### src/rtl/ov7670_frame_writer.sv
// rtl/ov7670_frame_writer.sv - double-buffered frame-buffer write controller for the OV7670 receiver
// Linearises (h, v) into a BRAM word address through a 2-stage pipeline and swaps banks with the VGA side.
module ov7670_frame_writer #(
    parameter int H_WIDTH    = 320,
    parameter int V_WIDTH    = 240,
    parameter int PXL_WIDTH  = 16,
    parameter int ADDR_WIDTH = $clog2(H_WIDTH * V_WIDTH)
) (
    input  logic                       i_clk,
    input  logic                       i_n_reset,
    input  logic                       i_enable,
    input  logic [PXL_WIDTH-1:0]       i_pixel_data,
    input  logic [$clog2(H_WIDTH)-1:0] i_h_addr,
    input  logic [$clog2(V_WIDTH)-1:0] i_v_addr,
    input  logic                       i_valid,
    output logic                       o_next_frame,
    output logic                       o_wr_en,
    output logic                       o_wr_bank,
    output logic [ADDR_WIDTH-1:0]      o_wr_addr,
    output logic [PXL_WIDTH-1:0]       o_wr_data,
    input  logic                       i_rd_frame_req,
    output logic                       o_rd_bank,
    output logic                       o_frame_done,
    output logic                       o_range_err,
    output logic [2:0]                 o_state
);
    localparam int H_BITS = $clog2(H_WIDTH);
    localparam int V_BITS = $clog2(V_WIDTH);
    localparam logic [H_BITS-1:0]     H_MAX   = H_BITS'(H_WIDTH - 1);
    localparam logic [V_BITS-1:0]     V_MAX   = V_BITS'(V_WIDTH - 1);
    localparam logic [ADDR_WIDTH-1:0] H_CONST = ADDR_WIDTH'(H_WIDTH);

    typedef enum logic [2:0] {
        S_IDLE       = 3'd0,
        S_WAIT_FIRST = 3'd1,
        S_WRITE      = 3'd2,
        S_DRAIN      = 3'd3,
        S_READY      = 3'd4
    } state_t;

    state_t r_state;
    state_t w_next_state;

    logic w_in_range;
    logic w_origin;
    logic w_last;
    logic w_accept;
    logic w_swap;
    logic w_next_frame;
    logic w_range_hit;
    logic w_s1_fire;

    logic                  r_s1_valid;
    logic [PXL_WIDTH-1:0]  r_s1_data;
    logic [H_BITS-1:0]     r_s1_h;
    logic [ADDR_WIDTH-1:0] r_s1_row;
    logic                  r_s1_last;

    logic                  r_wr_en;
    logic [ADDR_WIDTH-1:0] r_wr_addr;
    logic [PXL_WIDTH-1:0]  r_wr_data;
    logic                  r_wr_bank;
    logic                  r_rd_bank;
    logic                  r_next_frame;
    logic                  r_frame_done;
    logic                  r_range_err;

    always_comb begin
        w_in_range = (i_h_addr <= H_MAX) && (i_v_addr <= V_MAX);
        w_origin   = (i_h_addr == '0) && (i_v_addr == '0);
        w_last     = (i_h_addr == H_MAX) && (i_v_addr == V_MAX);
        // Dropping i_enable squashes stage 1 so in-flight pixels never reach the BRAM
        w_s1_fire  = i_enable && r_s1_valid;
    end

    always_ff @(posedge i_clk or negedge i_n_reset) begin
        if (!i_n_reset) begin
            r_state <= S_IDLE;
        end else begin
            r_state <= w_next_state;
        end
    end

    always_comb begin
        w_next_state = r_state;
        w_accept     = 1'b0;
        w_swap       = 1'b0;
        w_next_frame = 1'b0;
        w_range_hit  = 1'b0;
        if (!i_enable) begin
            w_next_state = S_IDLE;
        end else begin
            case (r_state)
                S_IDLE: begin
                    w_next_state = S_WAIT_FIRST;
                    w_next_frame = 1'b1;
                end
                S_WAIT_FIRST: begin
                    w_range_hit = i_valid && !w_in_range;
                    if (i_valid && w_in_range && w_origin) begin
                        w_accept     = 1'b1;
                        w_next_state = S_WRITE;
                    end
                end
                S_WRITE: begin
                    w_range_hit = i_valid && !w_in_range;
                    if (i_valid && w_in_range) begin
                        w_accept = 1'b1;
                        if (w_last) begin
                            w_next_state = S_DRAIN;
                        end
                    end
                end
                S_DRAIN: begin
                    // Stage 1 empty means the final write is on the bus this cycle
                    if (!r_s1_valid) begin
                        w_next_state = S_READY;
                    end
                end
                S_READY: begin
                    if (i_rd_frame_req) begin
                        w_swap       = 1'b1;
                        w_next_frame = 1'b1;
                        w_next_state = S_WAIT_FIRST;
                    end
                end
                default: w_next_state = S_IDLE;
            endcase
        end
    end

    always_ff @(posedge i_clk or negedge i_n_reset) begin
        if (!i_n_reset) begin
            r_s1_valid   <= 1'b0;
            r_s1_data    <= '0;
            r_s1_h       <= '0;
            r_s1_row     <= '0;
            r_s1_last    <= 1'b0;
            r_wr_en      <= 1'b0;
            r_wr_addr    <= '0;
            r_wr_data    <= '0;
            r_wr_bank    <= 1'b0;
            r_rd_bank    <= 1'b1;
            r_next_frame <= 1'b0;
            r_frame_done <= 1'b0;
            r_range_err  <= 1'b0;
        end else begin
            r_next_frame <= w_next_frame;
            r_range_err  <= r_range_err | w_range_hit;
            if (w_swap) begin
                r_wr_bank <= ~r_wr_bank;
                r_rd_bank <= r_wr_bank;
            end
            r_s1_valid <= w_accept;
            if (w_accept) begin
                r_s1_data <= i_pixel_data;
                r_s1_h    <= i_h_addr;
                r_s1_row  <= ADDR_WIDTH'(i_v_addr) * H_CONST;
                r_s1_last <= w_last;
            end
            r_wr_en      <= w_s1_fire;
            r_frame_done <= w_s1_fire && r_s1_last;
            if (w_s1_fire) begin
                r_wr_addr <= r_s1_row + ADDR_WIDTH'(r_s1_h);
                r_wr_data <= r_s1_data;
            end
        end
    end

    assign o_next_frame = r_next_frame;
    assign o_wr_en      = r_wr_en;
    assign o_wr_bank    = r_wr_bank;
    assign o_wr_addr    = r_wr_addr;
    assign o_wr_data    = r_wr_data;
    assign o_rd_bank    = r_rd_bank;
    assign o_frame_done = r_frame_done;
    assign o_range_err  = r_range_err;
    assign o_state      = r_state;
endmodule
### config.mk
export PLATFORM = sky130hd
export DESIGN_NAME = ov7670_frame_writer
export DESIGN_NICKNAME = d
export VERILOG_FILES = /design/src/rtl/ov7670_frame_writer.sv
export SDC_FILE = /design/constraint.sdc
export NUM_CORES = 1
export LEC_CHECK = 0
export ABC_AREA = 1
export BUFFER_PORTS_ARGS = -buffer_cell sky130_fd_sc_hd__buf_2
export CORE_MARGIN = 5
export CORE_UTILIZATION = 40
export CTS_BUF_LIST = sky130_fd_sc_hd__clkbuf_16
export CTS_CLUSTER_SIZE = 40
export DETAILED_ROUTE_END_ITERATION = 8
export GPL_TIMING_DRIVEN = 0
export PLACE_DENSITY_LB_ADDON = 0.25
export SETUP_SLACK_MARGIN = 0.1
export SLEW_MARGIN = 20
export SYNTH_ARGS = -nofsm -noshare
export SYNTH_HDL_FRONTEND = slang
export SYNTH_SLANG_ARGS = --single-unit
### constraint.sdc
create_clock -name i_clk -period 2.1 [get_ports i_clk]
set_input_delay 0.21 -clock i_clk [delete_from_list [all_inputs] [get_ports i_clk]]
set_output_delay 0.21 -clock i_clk [all_outputs]
set_load 0.1 [all_outputs]
==> summary.md <==
| Metric | Value |
|---|---|
| Outcome | `finished clean` |
| RSZ-0062 raised after global routing | `yes` |
| IO Pins | `80` |
| Die outline width | `between 100 and 150 µm` |
| Final setup vio count | `0` |
| H-tree Lvls | `3` |
| Remaining Overflow, GRT | `0` |
| Worst-margin pin slew | `about 0.5 ns` |
| Peak Freq | `~0.52 GHz` |
| Clk_skew | `0.00455 ns` |
| Fillers | `around 910` |
| Worst vdd ir | `0.481 mV` |
| Crit path time final | `~1.9 ns` |
| Layout cells sized above 1 | `between 20% and 30%` |
| Antenna viol nets, final | `0` |
| Arrival @ worst endpoint | `2.18 ns` |
| CTS clk-pin slew, worst paths | `~0.060 ns` |
| Post-synthesis cell count | `438` |
| Headroom to the max-slew limit | `between 60% and 70%` |
| Clock sink count | `80` |
| First-pass GRT wire length | `roughly 15 mm` |
| Initial antenna violation count | `0` |
| All-Layer GR Usage | `between 15 and 20%` |
| DRT iter0 DRCs | `~180` |
| Synth cell types | `31` |
| #FFs+latches synth | `80` |
| Root buffer cell | `clkbuf_16` |
| Tot Pwr | `5860 µW` |
| # nets final | `a little under 600` |
| Drt pass-1 iters | `4` |
| Clock power frac | `between 20% and 30%` |
| Max Slew Vio Count | `0` |
| Avg Inst Size Synth | `around 8.5 µm²` |
| Max-cap violation count | `0` |
| Setup Crit Path Kind | `register to register` |
| Number of port buffers | `79` |
| Power Internal | `3410 µW` |
| Worst Setup Start Kind | `register` |
| Area leader, netlist | `dfrtp_1` |
| P&R area growth vs syn | `24.3%` |
| Std-Cell Rows | `35` |
| Chip Height | `107 µm` |
| Worst-path maximum fanout | `3` |
| Register area share after synthesis | `53.6%` |
| DR DRC count | `0` |
| WL/cell | `roughly 14 µm` |
| Largest net degree at the start of global routing | `52` |
| Vias in the first global route | `3029` |
| Pleak | `between 0.002 and 0.003 µW` |
| Die area | `about 0.011 mm²` |
| Power per Cell Area | `around 1300 mW/mm²` |
| Switch share | `41.7%` |
| Critical Path RT | `2.37 ns` |
| Drt total wl | `between 8 and 9 mm` |
| Post-DP HPWL | `roughly 6.6 mm` |
| Ratio of final minimum period to clock period | `about nine tenths` |
| Area contributors post-synth | `dfrtp_1 53%, nand2_1 17%, ha_1 5.0%, inv_1 3.6%, nor2_1 3.0%` |
| Hold Crit Class | `primary input to register` |
| Clock Tree Buf Depth | `2` |
| Top-area cell type share of the netlist area | `~53%` |
| Starting Density | `between 40% and 50%` |
| Area of the mapped netlist | `0.00374 mm²` |
| Sw power | `about 2400 µW` |
| Combinational Power Share | `between 30% and 40%` |
| Total CTS buffers | `9` |
| TritonCTS clock tree | `yes` |
| Gpl congestion | `roughly 0.8` |
| Fin Hold WS | `approximately 0.073 ns` |
| Number of diodes | `0` |
| Syn Nets | `just under 500` |
| Warnings from Yosys | `0` |
| Final-report hold violation count | `0` |
| Via count | `between 3000 and 4000` |
| Setup_tns | `0 ns` |
| Core area | `between 0.009 and 0.01 mm²` |
| Vias per inst | `~4.8` |
| Clock Latency Late Sink | `~0.33 ns` |
| Setup crit end kind | `register` |
| Seq pwr share | `between 30% and 40%` |
==> what timing repair did <==
item                       4_1_cts  5_1_grt
buffers inserted                 0        3
gates resized for setup          0        5
hold endpoints to repair        29        0
hold buffers                     1        0
setup endpoints to repair        0        2
==> path summary, 6_finish.rpt <==
| path | slack, ns | startpoint | to | cells past startpoint |
|---|---|---|---|---|
| max in group asynchronous | 1.11 | i_n_reset | o_rd_bank | 3 |
| worst min-delay path | 0.07 | i_pixel_data[14] | r_s1_data[14] | 3 |
| worst min register to register | 0.46 | r_s1_data[12] | o_wr_data[12] | 2 |
| worst max register to register | 0.19 | r_s1_row[6] | o_wr_addr[16] | 12 |
| min in group asynchronous | 0.37 | i_n_reset | o_wr_data[0] | 2 |
| worst max-delay path | 0.19 | r_s1_row[6] | o_wr_addr[16] | 12 |
==> area by class of cell <==
| type | instances | area (µm²) | area share [%] |
|---|---|---|---|
| Clock buffer | 9 | 225 | 4.85 |
| Tap cell | 111 | 139 | 2.99 |
| Sequential cell | 80 | 2000 | 43.1 |
| Inverter | 38 | 144 | 3.10 |
| Multi-Input combinational cell | 306 | 1520 | 32.8 |
| Timing Repair Buffer | 84 | 458 | 9.85 |
| Buffer | 14 | 78.8 | 1.70 |
| Clock inverter | 6 | 76.3 | 1.64 |
==> power by group through the flow <==
stage | sequential, µW | clock, µW | combinational [µW]
after detailed placement | 2190 | 0 | 2090
after floorplan | 3190 | 0 | 624
after global placement | 2180 | 0 | 2050
after CTS | 2160 | 1620 | 2100
after global routing | 2210 | 1700 | 2270
final | 2170 | 1600 | 2100
==> cells in the final DEF, fill, tap and decap left out, types with 3 or more instances in the layout <==
cell type and instances:
nand2_1 165, buf_2 81, dfrtp_1 78, inv_1 36
nor2_1 29, o21ai_1 20, o21ai_0 19, nand3_1 16
ha_1 14, clkbuf_16 9, clkbuf_1 7, buf_4 6
xor2_1 6, nand4_1 6, a21oi_1 5, a31oi_1 4
a21o_1 3, xnor2_1 3
==> per-layer routing <==
metal  vias up  global-route usage [%]  routed length [µm]
li1       1580                       -                   -
met1      1425                    22.8                4270
met2        72                    26.0                4020
met3        11                    2.71                 361
met4         0                    6.67                 150
met5         -                       0                   0
==> cell usage after synthesis, drive strengths merged <==
library cell  number
clkinv             1
nor3               4
a21oi              5
xor2               6
fa                 2
dfstp              1
xnor2              3
o21a               1
nand3             16
and3               1
buf                7
ha                15
a31oi              4
clkbuf             7
o21bai             1
a31o               1
nand4              6
nand3b             1
inv               37
a21o               3
dfrtp             79
mux2               1
o21ai             39
nand2            167
nor2              30
==> cells by family after synthesis <==
logic type               after synthesis  synth area share (%)
XOR/XNOR                               9                  2.11
AO/OA/AOI/OAI                         54                  7.80
AND/OR/NAND/NOR                      225                  24.2
flip-flops                            80                  53.6
multiplexers                           1                 0.301
adder cells (fa/ha/maj)               17                  6.09
buffers and inverters                 52                  5.96
==> flip-flops by register name (all words and copies together) (netlist names) <==
register	flops
o_wr_addr	17
o_next_frame	1
r_s1_h	9
o_state	3
o_wr_bank	1
r_s1_row	11
o_rd_bank	1
o_range_err	1
r_s1_data	16
o_frame_done	1
o_wr_data	16
r_s1_valid	1
o_wr_en	1
r_s1_last	1
==> metrics by stage <==
step	cells	utilization, %	worst slack [ns]	instance area, µm²
2_1_floorplan	438	-	0.125	3740
3_3_place_gp	628	46.5	0.0911	4270
3_5_place_dp	629	46.8	0.165	4300
4_1_cts	645	50.2	0.134	4620
5_1_grt	648	50.5	0.0284	4650
6_report	648	50.5	0.187	4650
==> critical path: stages, from the launching register on <==
cell,delay (ns)
dfrtp_1,0.35
ha_2,0.19
inv_1,0.06
fa_2,0.33
inv_2,0.07
nand2_2,0.05
nand2_1,0.06
nand4_1,0.17
nor2_2,0.18
nand2_1,0.07
o21bai_1,0.15
nand3_1,0.09
nand2_1,0.08
Note: power is estimated with default switching activity, not from simulation.
